File: src/rtl/string_gen_1101.sv
// string_gen_1101
//   Serial pattern transmitter for the 1101 string detector. Words accepted
//   through a valid/ready handshake are shifted out MSB-first, one bit per
//   clock, with no gap between chained words. A reference copy of the 1101
//   detector tracks the emitted stream and flags and counts every match.
//
// Ports
//   CP          clock, rising edge
//   RST         synchronous reset, active low
//   LOAD_VALID  word offered on LOAD_DATA
//   LOAD_READY  word accepted this cycle (registered state only)
//   LOAD_DATA   word to send, MSB first
//   CLR         synchronous clear of the tracker and MATCH_CNT
//   D           serial bit stream (0 when idle)
//   D_VALID     D carries a payload bit
//   BUSY        a word is being shifted
//   DONE        last bit of a word is on D
//   MATCH       bit on D completes a 1101
//   MATCH_CNT   saturating match count
module string_gen_1101 #(
    parameter int WIDTH = 8,
    parameter int CNT_W = 8
) (
    input  logic             CP,
    input  logic             RST,
    input  logic             LOAD_VALID,
    output logic             LOAD_READY,
    input  logic [WIDTH-1:0] LOAD_DATA,
    input  logic             CLR,
    output logic             D,
    output logic             D_VALID,
    output logic             BUSY,
    output logic             DONE,
    output logic             MATCH,
    output logic [CNT_W-1:0] MATCH_CNT
);

    localparam int CW = $clog2(WIDTH);
    localparam logic [CW-1:0] LAST = CW'(WIDTH - 1);

    localparam logic [0:0] IDLE  = 1'b0;
    localparam logic [0:0] SHIFT = 1'b1;

    // Tracker encoding: S0=00, S1=01, S11=11, S110=10
    localparam logic [1:0] T_S0   = 2'b00;
    localparam logic [1:0] T_S1   = 2'b01;
    localparam logic [1:0] T_S11  = 2'b11;
    localparam logic [1:0] T_S110 = 2'b10;

    logic [0:0]       state;
    logic [WIDTH-1:0] shreg;
    logic [CW-1:0]    bit_cnt;
    logic [1:0]       trk;
    logic [1:0]       trk_nxt;
    logic             last_bit;
    logic             xfer;

    assign last_bit   = (state == SHIFT) && (bit_cnt == '0);
    assign LOAD_READY = (state == IDLE) || last_bit;
    assign xfer       = LOAD_VALID && LOAD_READY;
    assign BUSY       = (state == SHIFT);
    assign D_VALID    = (state == SHIFT);
    assign D          = (state == SHIFT) ? shreg[WIDTH-1] : 1'b0;
    assign DONE       = last_bit;
    assign MATCH      = D_VALID && (trk == T_S110) && D;

    // Shift FSM. A transfer is only possible when idle or on the last bit,
    // so it overrides the shift/decrement path.
    always_ff @(posedge CP) begin
        if (!RST) begin
            state   <= IDLE;
            shreg   <= '0;
            bit_cnt <= '0;
        end else if (xfer) begin
            state   <= SHIFT;
            shreg   <= LOAD_DATA;
            bit_cnt <= LAST;
        end else if (state == SHIFT) begin
            if (bit_cnt != '0) begin
                shreg   <= {shreg[WIDTH-2:0], 1'b0};
                bit_cnt <= bit_cnt - CW'(1);
            end else begin
                state <= IDLE;
            end
        end
    end

    always_comb begin
        trk_nxt = trk;
        case (trk)
            T_S0:    trk_nxt = D ? T_S1  : T_S0;
            T_S1:    trk_nxt = D ? T_S11 : T_S0;
            T_S11:   trk_nxt = D ? T_S11 : T_S110;
            default: trk_nxt = D ? T_S1  : T_S0;   // S110: 1 is a match, overlaps into S1
        endcase
    end

    // Tracker runs across word boundaries and idle gaps; only valid bits
    // advance it. CLR wins over both the update and a coincident match.
    always_ff @(posedge CP) begin
        if (!RST) begin
            trk       <= T_S0;
            MATCH_CNT <= '0;
        end else if (CLR) begin
            trk       <= T_S0;
            MATCH_CNT <= '0;
        end else if (D_VALID) begin
            trk <= trk_nxt;
            if (MATCH && (MATCH_CNT != '1))
                MATCH_CNT <= MATCH_CNT + CNT_W'(1);
        end
    end

endmodule

File: config.mk
export PLATFORM = sky130hd
export DESIGN_NAME = string_gen_1101
export DESIGN_NICKNAME = d
export VERILOG_FILES = /design/src/rtl/string_gen_1101.sv
export SDC_FILE = /design/constraint.sdc
export NUM_CORES = 1
export LEC_CHECK = 0
export ABC_AREA = 1
export ABC_CLOCK_PERIOD_IN_PS = 3100
export CORE_ASPECT_RATIO = 1.25
export CORE_MARGIN = 2
export CORE_UTILIZATION = 52
export DETAILED_ROUTE_END_ITERATION = 8
export GPL_TIMING_DRIVEN = 0
export PLACE_DENSITY = 0.86
export SYNTH_ARGS = -nofsm -noshare
export SYNTH_HDL_FRONTEND = slang
export SYNTH_SLANG_ARGS = --single-unit
export TNS_END_PERCENT = 1
File: constraint.sdc
create_clock -name CP -period 3.1 [get_ports CP]
set_input_delay 0.62 -clock CP [delete_from_list [all_inputs] [get_ports CP]]
set_output_delay 0.62 -clock CP [all_outputs]
set_load 0.02 [all_outputs]
==> results.md, run 1 <==
- Fin crit period: between 2000 and 3000 ps
- Initial Utilization: 53.7%
- CP endpoint kind: primary output
- Peak VDD IR: between 0.3 and 0.4 mV
- Placeable Area: 2140 um^2
- Row cnt: 19
- # diodes: 0
- Status: finished, final reports clean
- Sequential share of the synthesized area: a little under two fifths
- Final setup TNS: 0 ps
- Post-CTS Setup Bufs: 0
- Antenna-violating nets left: 0
- Total Nets Final: 209
- Total track usage: 20.1%
- CP Max Fanout: 10
- Fin cells: about 210
- GPL Wtd Cong: 0.851
- RSZ-0062 raised after global routing: no
- Layout cells sized above 1: 11.9%
- Drt drc: 0
- Grt ovf: 0
- Number of port buffers: 24
- Initial antenna violation count: 0
- Area contributors post-synth: dfxtp_1, nand2_1, inv_1, nor2_4, nand3_1
- WL per Instance: 10.3 um
- Synth cell types: 21
- Internal: 411 uW
- Root Driver: clkbuf_4
- Startpoint types: register
- Fin crit share: approximately 85%
- WL final: 2210 um
- Drt pass-1 iters: 4
- Clock network fraction of total power: 28.1%
- Final WS setup: 473 ps
- Cell Area, Synth: 1150 um^2
- Final Util: between 60% and 70%
- Logic pwr share: 16.8%
- Via count: 1074
- Syn-to-layout area delta: 26.4%
- Worst min-delay path class: reg2reg
- Share of the synthesized area in the top cell type: between 30% and 40%
- DP Wirelength: 1820 um
- Max Slew Vio Count: 0
- Vias in the first global route: 989
- Number of clock sinks seen by CTS: 22
- Cell mode on critical path: ha_1
- CP cell instances: inv_1 -> ha_1 -> ha_1 -> nor2_4 -> buf_6 -> inv_2 -> clkdlybuf4s50_1
- CTS Buf Count: 3
- DRT iter0 DRCs: 5
- Io pins: 26
- Worst skew pair latency: 300 ps
- Crit path max-delay family: buffers and inverters
- Final setup viols: 0
- Max-capacitance violation count: 0
- Pwr dens: 379 nW/um^2
- Place WS: 810 ps
- Commonest non-fill, non-tap cell in the layout: nand2_1
- Die Ht: 56.5 um
- Yosys reg bits: 22
- Post-cts hold buffer count: 0
- Classification of the worst setup path: reg2out
- Seq pwr share: 55.1%
- Slew margin rel.: about four fifths
- Die span in x: 46.0 um
- R2R Setup Slk: 1620 ps
- Mapped Cells: 165
- Biggest area consumer among synthesized cells: dfxtp_1
- Syn_area_per_cell: 6.96 um^2
- Die area: 2600 um^2
- First-pass GRT wire length: approximately 3900 um
- Leakage: 0.000679 uW
- Largest net degree at the start of global routing: 13
- CTS clk-pin slew, worst paths: 120 ps
- Fmax: 381 MHz
- Buf/Inv on CP: 4
- Endpoints failing hold: 0
- CTS tree: yes
- WP data arrival: ~2000 ps
- Synth Net Count: 180
- CTS resizes: 0
- # H-tree levels: 1
- Max Clock Skew: 2.06 ps
- Net Sw Frac: 25.2%
- CP max-delay cell: clkdlybuf4s50_1
- Commonest non-fill, non-tap cells in the layout: nand2_1, inv_1, clkdlybuf4s50_1
- Vias per Instance: 5.02
- CP required: around 2500 ps
- Placed insts: 210
- Largest stage delay on the critical path: 530 ps
- Clock tree buffer depth: 2
- Yosys warnings: 0
- Psw: 139 uW
- Worst slew pin tran: 286 ps
[cells by family after synthesis]
family	share of synthesized area, %
and+or+nand+nor	36.9
buffers and inverters	12.4
DFF	38.3
AOI/OAI and AO/OA	6.75
xor gates and xnor gates	2.29
adders and majority gates	3.27
[final timing paths]
check,startpoint,end,cells past startpoint
setup / recovery,bit_cnt[0],LOAD_READY,7
setup reg to reg,bit_cnt[0],shreg[3],10
hold / removal,shreg[0],shreg[0],2
hold reg to reg,shreg[0],shreg[0],2
[cells in the mapped netlist]
library cell / instances
nand2_1: 52
inv_1: 26
dfxtp_1: 22
nor2_1: 12
nand3_1: 11
a21oi_1: 9
nor2_4: 5
o21ai_0: 4
ha_1: 3
nand2_2: 3
nor2_2: 3
xor2_1: 3
buf_6: 2
nand2_4: 2
nand4_1: 2
a211oi_1: 1
buf_2: 1
buf_4: 1
inv_2: 1
inv_4: 1
o21ai_1: 1
[state kept, by name, summed over array words and instances (netlist names)]
| name | cells |
|---|---|
| BUSY | 1 |
| MATCH_CNT | 8 |
| bit_cnt | 3 |
| shreg | 8 |
| trk | 2 |
[routing by layer]
layer	GRT usage, %	wire length (um)
met3	2.25	78
met5	0	0
met1	20.6	837
met4	7.35	22
met2	38.5	1270
[final cells by class]
class                           count  area, um^2
Buffer                              4        35.0
Clock buffer                        4        36.3
Fill cell                         184         688
Inverter                           28         108
Multi-Input combinational cell    111         566
Sequential cell                    22         440
Tap cell                           21        26.3
Timing Repair Buffer               24         240
[power groups by stage]
stage	Combinational, uW	Clock (uW)	Sequential (uW)
after global routing	105	169	305
after detailed placement	92.7	0	310
final	92.4	154	303
after CTS	93.4	162	303
after floorplan	58.6	0	309
after global placement	89.0	0	309
[worst min-delay path, delay by kind of cell, from the launching register on]
kind               cells  cell delay (ps)
AOI/OAI and AO/OA      1               60
DFF                    1              330
and+or+nand+nor        1               60
[metrics by stage]
step	instance area, um^2	hold slack (ps)	power, uW
after floorplan	1150	439	368
after global placement	1420	451	398
after detailed placement	1420	472	403
after CTS	1450	488	558
after global routing	1450	503	578
final	1450	481	550
No activity file was read; power rests on OpenSTA's default activity.
==> run 2: changes to the inputs <==
ABC_CLOCK_PERIOD_IN_PS = 2200   (was 3100)
CORE_UTILIZATION = 44   (was 52)
PLACE_DENSITY = 0.78   (was 0.86)
clock period = 2.2 ns   (was 3.1 ns; I/O delays follow)
==> run 2 against run 1 <==
  * Sequential share of layout area fell by 0.23 points
  * Flip-flop and latch count stayed put
  * Die area up 17%
  * Final cell count increased by 5.6%
  * Register-to-register slack got worse by 850 ps
  * Critical endpoint unchanged
  * Largest cell class unchanged
==> results.md, run 2 (same netlist as run 1, synthesis figures left out) <==
- Status: finished, final reports clean
- R2r endpoint: shreg[2]
- CTS tree: yes
- Top Registers: MATCH_CNT (8), shreg (8), bit_cnt (3)
- Vias per Instance: around 4.7
- Final Util: 59.6%
- DRT iter0 DRCs: 17
- Initial Utilization: 46.8%
- R2R Setup Slk: 770 ps
- Worst min-delay path class: in2reg
- Fin crit share: approximately 92%
- Final WS setup: 171 ps
- Number of port buffers: 24
- CP max-delay cell: dfxtp_1
- Clock tree buffer depth: 2
- Commonest non-fill, non-tap cell in the layout: nand2_1
- Max Clock Skew: 5.28 ps
- FILL cells: approximately 260
- Worst Hold Path EP: shreg[1]
- CTS clk-pin slew, worst paths: 120 ps
- Placeable Area: 2450 um^2
- Via count: around 1100
- Fmax: 493 MHz
- Commonest non-fill, non-tap cells in the layout: nand2_1, inv_1, dfxtp_1
- First-pass GRT wire length: just under 4000 um
- Max Slew Vio Count: 0
- Leakage: 0.000701 uW
- Largest net degree at the start of global routing: 13
- Worst skew pair latency: around 310 ps
- Classification of the worst setup path: reg2out
- CP Max Fanout: 10
- Final setup viols: 0
- Layout cells sized above 1: 12.4%
- Worst slew pin tran: 305 ps
- Syn-to-layout area delta: 27.3%
- Worst r2r src: bit_cnt[0]
- Cell mode on critical path: ha_1
- CP endpoint kind: primary output
- Die Ht: 61.1 um
- Number of clock sinks seen by CTS: 22
- Worst r2r path cells: 10
- # H-tree levels: 1
- WP data arrival: 1590 ps
- Peak VDD IR: 0.394 mV
- Startpoint types: register
- Pwr dens: 530 nW/um^2
- Initial antenna violation count: 0
- Final setup TNS: 0 ps
- Hold Crit Depth: 3
- # diodes: 0
- Critical Path Stages: 7
- CP cell instances: inv_1 -> ha_1 -> ha_1 -> nor2_4 -> buf_6 -> inv_2 -> clkbuf_2
- Slew margin rel.: roughly 80%
- Row cnt: 20
- Place WS: 103 ps
- Io pins: 26
- WL final: 2180 um
- CTS Buf Count: 3
- Die area: 3040 um^2
- Max-capacitance violation count: 0
- CP required: 1760 ps
- Largest stage delay on the critical path: 330 ps
- WL per Instance: slightly below 10 um
- Die span in x: 49.7 um
- Buf/Inv on CP: 4
- Drt pass-1 iters: 6
- Root Driver: clkbuf_4
- Fin crit period: 2030 ps
- Drt drc: 0
- Vias in the first global route: around 1000
- Post-cts hold buffer count: 0
- Hold path startpoint: RST
- Endpoints failing hold: 0
- Grt ovf: 0
- RSZ-0062 raised after global routing: no
- Total track usage: between 10% and 20%
- DP Wirelength: 1780 um
- GPL Wtd Cong: 0.795
- Crit path max-delay family: adder cells
- Total Nets Final: between 200 and 250
- Antenna-violating nets left: 0
[run 2: cell count changes in the layout (fill, tap and decap cells not counted)]
cell             change
dlygate4sd2_1        +1
clkbuf_2             +1
clkdlybuf4s50_1      -3
dlymetal6s2s_1       +1
[run 2: power by group]
part | switching, uW | internal, uW | leakage, uW
clock network | 122 | 101 | 0.0000210
registers | 10.5 | 417 | 0.000180
logic | 66.5 | 58.9 | 0.000500
[run 2: metrics by stage]
step	area, um^2	instances	hold slack, ps	power, uW
5_1_grt	1460	226	421	819
3_3_place_gp	1430	222	451	562
2_1_floorplan	1150	165	439	518
4_1_cts	1470	226	412	791
6_report	1460	226	426	775
3_5_place_dp	1430	222	461	567
[run 2: worst max path at each step]
stage,to,from
after global routing,LOAD_READY,bit_cnt[0]
final,LOAD_READY,bit_cnt[0]
after detailed placement,LOAD_READY,bit_cnt[0]
after global placement,LOAD_READY,bit_cnt[0]
after CTS,LOAD_READY,bit_cnt[0]
after floorplan,LOAD_READY,bit_cnt[0]
[run 2: timing repair]
action                     4_1_cts  5_1_grt
pin swaps                        1        0
resized for setup                3        2
setup endpoints to repair        2        2
setup buffers                    0        0
[run 2: cell type report]
type,instances,area [um^2],area share (%)
buffer,4,35.0,2.40
clock buffer,4,36.3,2.48
inverter,28,108,7.36
multi-input combinational,111,566,38.7
sequential,22,440,30.1
tap,33,41.3,2.82
timing repair buffer,24,236,16.2
[run 2: worst register-to-register path: stages (launching register included)]
cell	delay, ps
dfxtp_1	330
inv_1	50
ha_1	200
ha_1	220
nor2_4	140
nor2_2	60
buf_6	130
nand2_1	50
nand3_1	70
nand2_1	60
inv_1	30
[run 2: routing by layer]
layer  global-route usage, %  wire, um  vias to the layer above
li1                        -         -                      558
met1                    14.9       834                      468
met2                    36.2      1230                       29
met3                    1.70        83                        2
met4                    8.33        33                        0
met5                       0         0                        -
==> variant 1, RTL diff (settings of run 1) <==
Change the parameter `CNT_W` from 8 to 6.
--- a/src/rtl/string_gen_1101.sv
+++ b/src/rtl/string_gen_1101.sv
@@ -21,3 +21,3 @@
     parameter int WIDTH = 8,
-    parameter int CNT_W = 8
+    parameter int CNT_W = 6
 ) (
Ports: changed (resized MATCH_CNT); port bits go from 26 to 24. The function was not compared with the original's and may differ.
==> variant 1 against run 1 <==
- die area shrank 13%
- first-iteration DRC count grew 20%
- cell count shrank 11%
- sequential cell count shrank 2
- total power shrank 7.4%
- cell area shrank 13%
- sequential share of layout area grew 1.3 points
- fmax grew 10%
- sequential power shrank 8.3%
- synthesized area shrank 14%
- worst setup slack gained 240 ps
- wire length shrank 21%
- critical endpoint unchanged
- highest routed layer unchanged
==> variant 1: results (changes against run 1) <==
| Metric | Value |
|---|---|
| Clk_skew | `5.38 ps (was 2.06 ps)` |
| M1 GR Usage | `17.3% (was 20.6%)` |
| Met3 Use GR | `2.07% (was 2.25%)` |
| Post-layout util | `71.6% (was 67.8%)` |
| Sequential area share after synthesis | `40.7% (was 38.3%)` |
| Status | `completed (unchanged)` |
| Seq pwr | `0.278 mW (was 0.303 mW)` |
| Largest net degree at the start of global routing | `12 (was 13)` |
| Crit-path max cell delay | `550 ps (was 530 ps)` |
| GRT Util Overall | `17.3% (was 20.1%)` |
| Placement-stage cell area | `1230 µm² (was 1420 µm²)` |
| Layout cells sized above 1 | `9.94% (was 11.9%)` |
| Row cnt | `17 (was 19)` |
| Worst-margin pin slew | `302 ps (was 286 ps)` |
| Fraction of standard cell area in multi-input logic | `37.3% (was 39.0%)` |
| Via/cell ratio | `4.78 (was 5.02)` |
| Met2 WL | `906 µm (was 1.27 mm)` |
| Crit path arrival time | `1760 ps (was 2010 ps)` |
| Top flop regs | `shreg (8), MATCH_CNT (6), bit_cnt (3) (was MATCH_CNT (8), shreg (8), bit_cnt (3))` |
| Post-synthesis instance total | `145 (was 165)` |
| Sequential share of cell area | `31.7% (was 30.3%)` |
| M1 WL | `742 µm (was 837 µm)` |
| Setup Slack @ Placement | `1060 ps (was 810 ps)` |
| Crit path max fanout | `4 (was 10)` |
| ClkCell Share | `2.87% (was 2.50%)` |
[variant 1: cell types whose count changed after synthesis, moves of 2 or more]
cell / run 1 / this run
inv_1: 26 / 22
nor2_2: 3 / 0
a21oi_1: 9 / 7
buf_6: 2 / 0
dfxtp_1: 22 / 20
nand2_1: 52 / 50
nand3_1: 11 / 9
nor2_4: 5 / 3
xor2_1: 3 / 1
[variant 1: path summary, 6_finish.rpt]
| kind | start | to | slack, ps | cells past startpoint |
|---|---|---|---|---|
| setup / recovery | bit_cnt[1]$_SDFFE_PN0P_ | LOAD_READY | 720 | 6 |
| hold reg to reg | shreg[0]$_SDFFE_PN0P_ | shreg[0]$_SDFFE_PN0P_ | 490 | 2 |
| setup reg to reg | bit_cnt[1]$_SDFFE_PN0P_ | shreg[3]$_SDFFE_PN0P_ | 1620 | 11 |
| hold / removal | shreg[0]$_SDFFE_PN0P_ | shreg[0]$_SDFFE_PN0P_ | 490 | 2 |
==> variant 2, RTL diff (config.mk and constraints of run 1) <==
Made on the original files. Put one more register stage on the output `MATCH_CNT`, with the module's reset. The value now appears one clock later. The other outputs are not delayed to match.
--- a/src/rtl/string_gen_1101.sv
+++ b/src/rtl/string_gen_1101.sv
@@ -48,2 +48,4 @@
     localparam logic [1:0] T_S110 = 2'b10;
+
+    logic [CNT_W-1:0] MATCH_CNT_s0;
 
@@ -102,10 +104,18 @@
             trk       <= T_S0;
-            MATCH_CNT <= '0;
+            MATCH_CNT_s0 <= '0;
         end else if (CLR) begin
             trk       <= T_S0;
-            MATCH_CNT <= '0;
+            MATCH_CNT_s0 <= '0;
         end else if (D_VALID) begin
             trk <= trk_nxt;
-            if (MATCH && (MATCH_CNT != '1))
-                MATCH_CNT <= MATCH_CNT + CNT_W'(1);
+            if (MATCH && (MATCH_CNT_s0 != '1))
+                MATCH_CNT_s0 <= MATCH_CNT_s0 + CNT_W'(1);
+        end
+    end
+
+    always_ff @(posedge CP) begin
+        if (!RST) begin
+            MATCH_CNT <= '0;
+        end else begin
+            MATCH_CNT <= MATCH_CNT_s0;
         end
Check against the original RTL: not equivalent (Yosys sat finds a counterexample within 10 cycles, from zero or initial values and one cycle with RST low).
==> variant 2 against run 1 <==
- wire length grew 3.6%
- cell count increased by 17%
- worst hold slack worse by 16 ps
- via count increased by 7.7%
- cell area is 15% higher
- worst setup slack got worse by 28 ps
- critical path depth unchanged
- total power up 26%
- synthesized area grew 17%
- sequential cell count increased by 8
- die area is 16% higher
- clock power rose by 33%
- largest power group unchanged
- non-clock buffer count up 1
==> variant 2: results (changes against run 1) <==
| Metric | Value |
|---|---|
| GRT Util Overall | `17.8% (was 20.1%)` |
| Status | `completed (unchanged)` |
| H-tree depth | `2 (was 1)` |
| CTS buffer count | `5 (was 3)` |
| R2r worst-path depth | `10 (unchanged)` |
| Vias in the first global route | `1025 (was 989)` |
| Fill cells | `246 (was 184)` |
| Leakage | `0.833 nW (was 0.679 nW)` |
| Synth area leaders | `dfxtp_1 (45%), nand2_1 (17%), inv_1 (8.6%) (was dfxtp_1 (38%), nand2_1 (17%), inv_1 (8.5%))` |
| Clk_skew | `4.72 ps (was 2.06 ps)` |
| Worst VDD drop | `304 µV (was 301 µV)` |
| DR iter-0 viols | `29 (was 5)` |
| End point of the critical path | `LOAD_READY (unchanged)` |
| Clk Latency, worst-skew pair | `320 ps (was 300 ps)` |
| Crit path arrival time | `2040 ps (was 2010 ps)` |
| Final Net Count | `232 (was 209)` |
| Top flop regs | `MATCH_CNT (8), MATCH_CNT_s0 (8), shreg (8) (was MATCH_CNT (8), shreg (8), bit_cnt (3))` |
| Largest net degree at the start of global routing | `11 (was 13)` |
| Layout cells sized above 1 | `9.68% (was 11.9%)` |
| First-pass GRT wire length | `4.02 mm (was 3.94 mm)` |
| Setup bufs post-CTS | `0 (unchanged)` |
| R2R setup slack | `1590 ps (was 1620 ps)` |
| # diodes | `0 (unchanged)` |
| Syn Nets | `201 (was 180)` |
| Synth cell count leaders | `nand2_1 (60), inv_1 (31), dfxtp_1 (30) (was nand2_1 (52), inv_1 (26), dfxtp_1 (22))` |
| Reg clk slew, reported paths | `80 ps (was 120 ps)` |
| End of the worst register-to-register path | `shreg[4]$_SDFFE_PN0P_ (was shreg[3]$_SDFFE_PN0P_)` |
| Ys Warns | `0 (unchanged)` |
| Via/cell ratio | `4.63 (was 5.02)` |
| Sequential area share after synthesis | `44.5% (was 38.3%)` |
| Ys async rst share | `0% (unchanged)` |
| GP Congestion | `0.801 (was 0.851)` |
| Worst-margin pin slew | `408 ps (was 286 ps)` |
| Hpwl dp | `1.75 mm (was 1.82 mm)` |
| Hold path start | `MATCH_CNT_s0[1]$_SDFFE_PP0P_ (was shreg[0]$_SDFFE_PN0P_)` |
-- variant 2: cell types whose count changed after synthesis, moves of 2 or more --
| cell | run 1 | this run |
|---|---|---|
| nor2_4 | 5 | 2 |
| buf_6 | 2 | 0 |
| dfxtp_1 | 22 | 30 |
| nand2_1 | 52 | 60 |
| inv_1 | 26 | 31 |
| o21ai_0 | 4 | 6 |
-- variant 2: through the flow --
step / hold WS [ps] / cell area (µm²) / setup slack [ps] / util [%] / cells
finish: 464 / 1680 / 445 / 68.3 / 250
global route: 488 / 1680 / 338 / 68.3 / 250
CTS: 469 / 1680 / 418 / 68.3 / 250
detailed placement: 456 / 1630 / 792 / 66.5 / 243
global placement: 450 / 1630 / 802 / 66.5 / 243
floorplan: 434 / 1350 / 1350 / - / 186
-- variant 2: power breakdown --
| group | internal (mW) | switching [mW] | leakage [nW] |
|---|---|---|---|
| registers | 0.398 | 0.00693 | 0.244 |
| logic | 0.0393 | 0.0452 | 0.564 |
| clock network | 0.0853 | 0.120 | 0.0254 |
-- variant 2: metal layers --
metal / vias up / GRT usage, % / routed length, µm
met2: 24 / 33.7 / 1210
met3: 8 / 4.43 / 106
li1: 618 / - / -
met5: - / 0 / 0
met4: 0 / 10.7 / 63
met1: 507 / 17.7 / 911
-- variant 2: cell families after synthesis --
group | share of synthesized area (%)
and+or+nand+nor | 33.1
AOI/OAI and AO/OA | 5.94
buffers and inverters | 11.7
DFF | 44.5
adders and majority gates | 2.78
xor gates and xnor gates | 1.95
-- variant 2: cell type report --
type | instances | area share (%)
plain buffers | 5 | 1.72
clock buffers | 7 | 2.69
inverters | 33 | 7.69
multi-input cells | 118 | 35.3
flip-flops and latches | 30 | 35.8
well taps | 33 | 2.46
repair buffers | 24 | 14.3
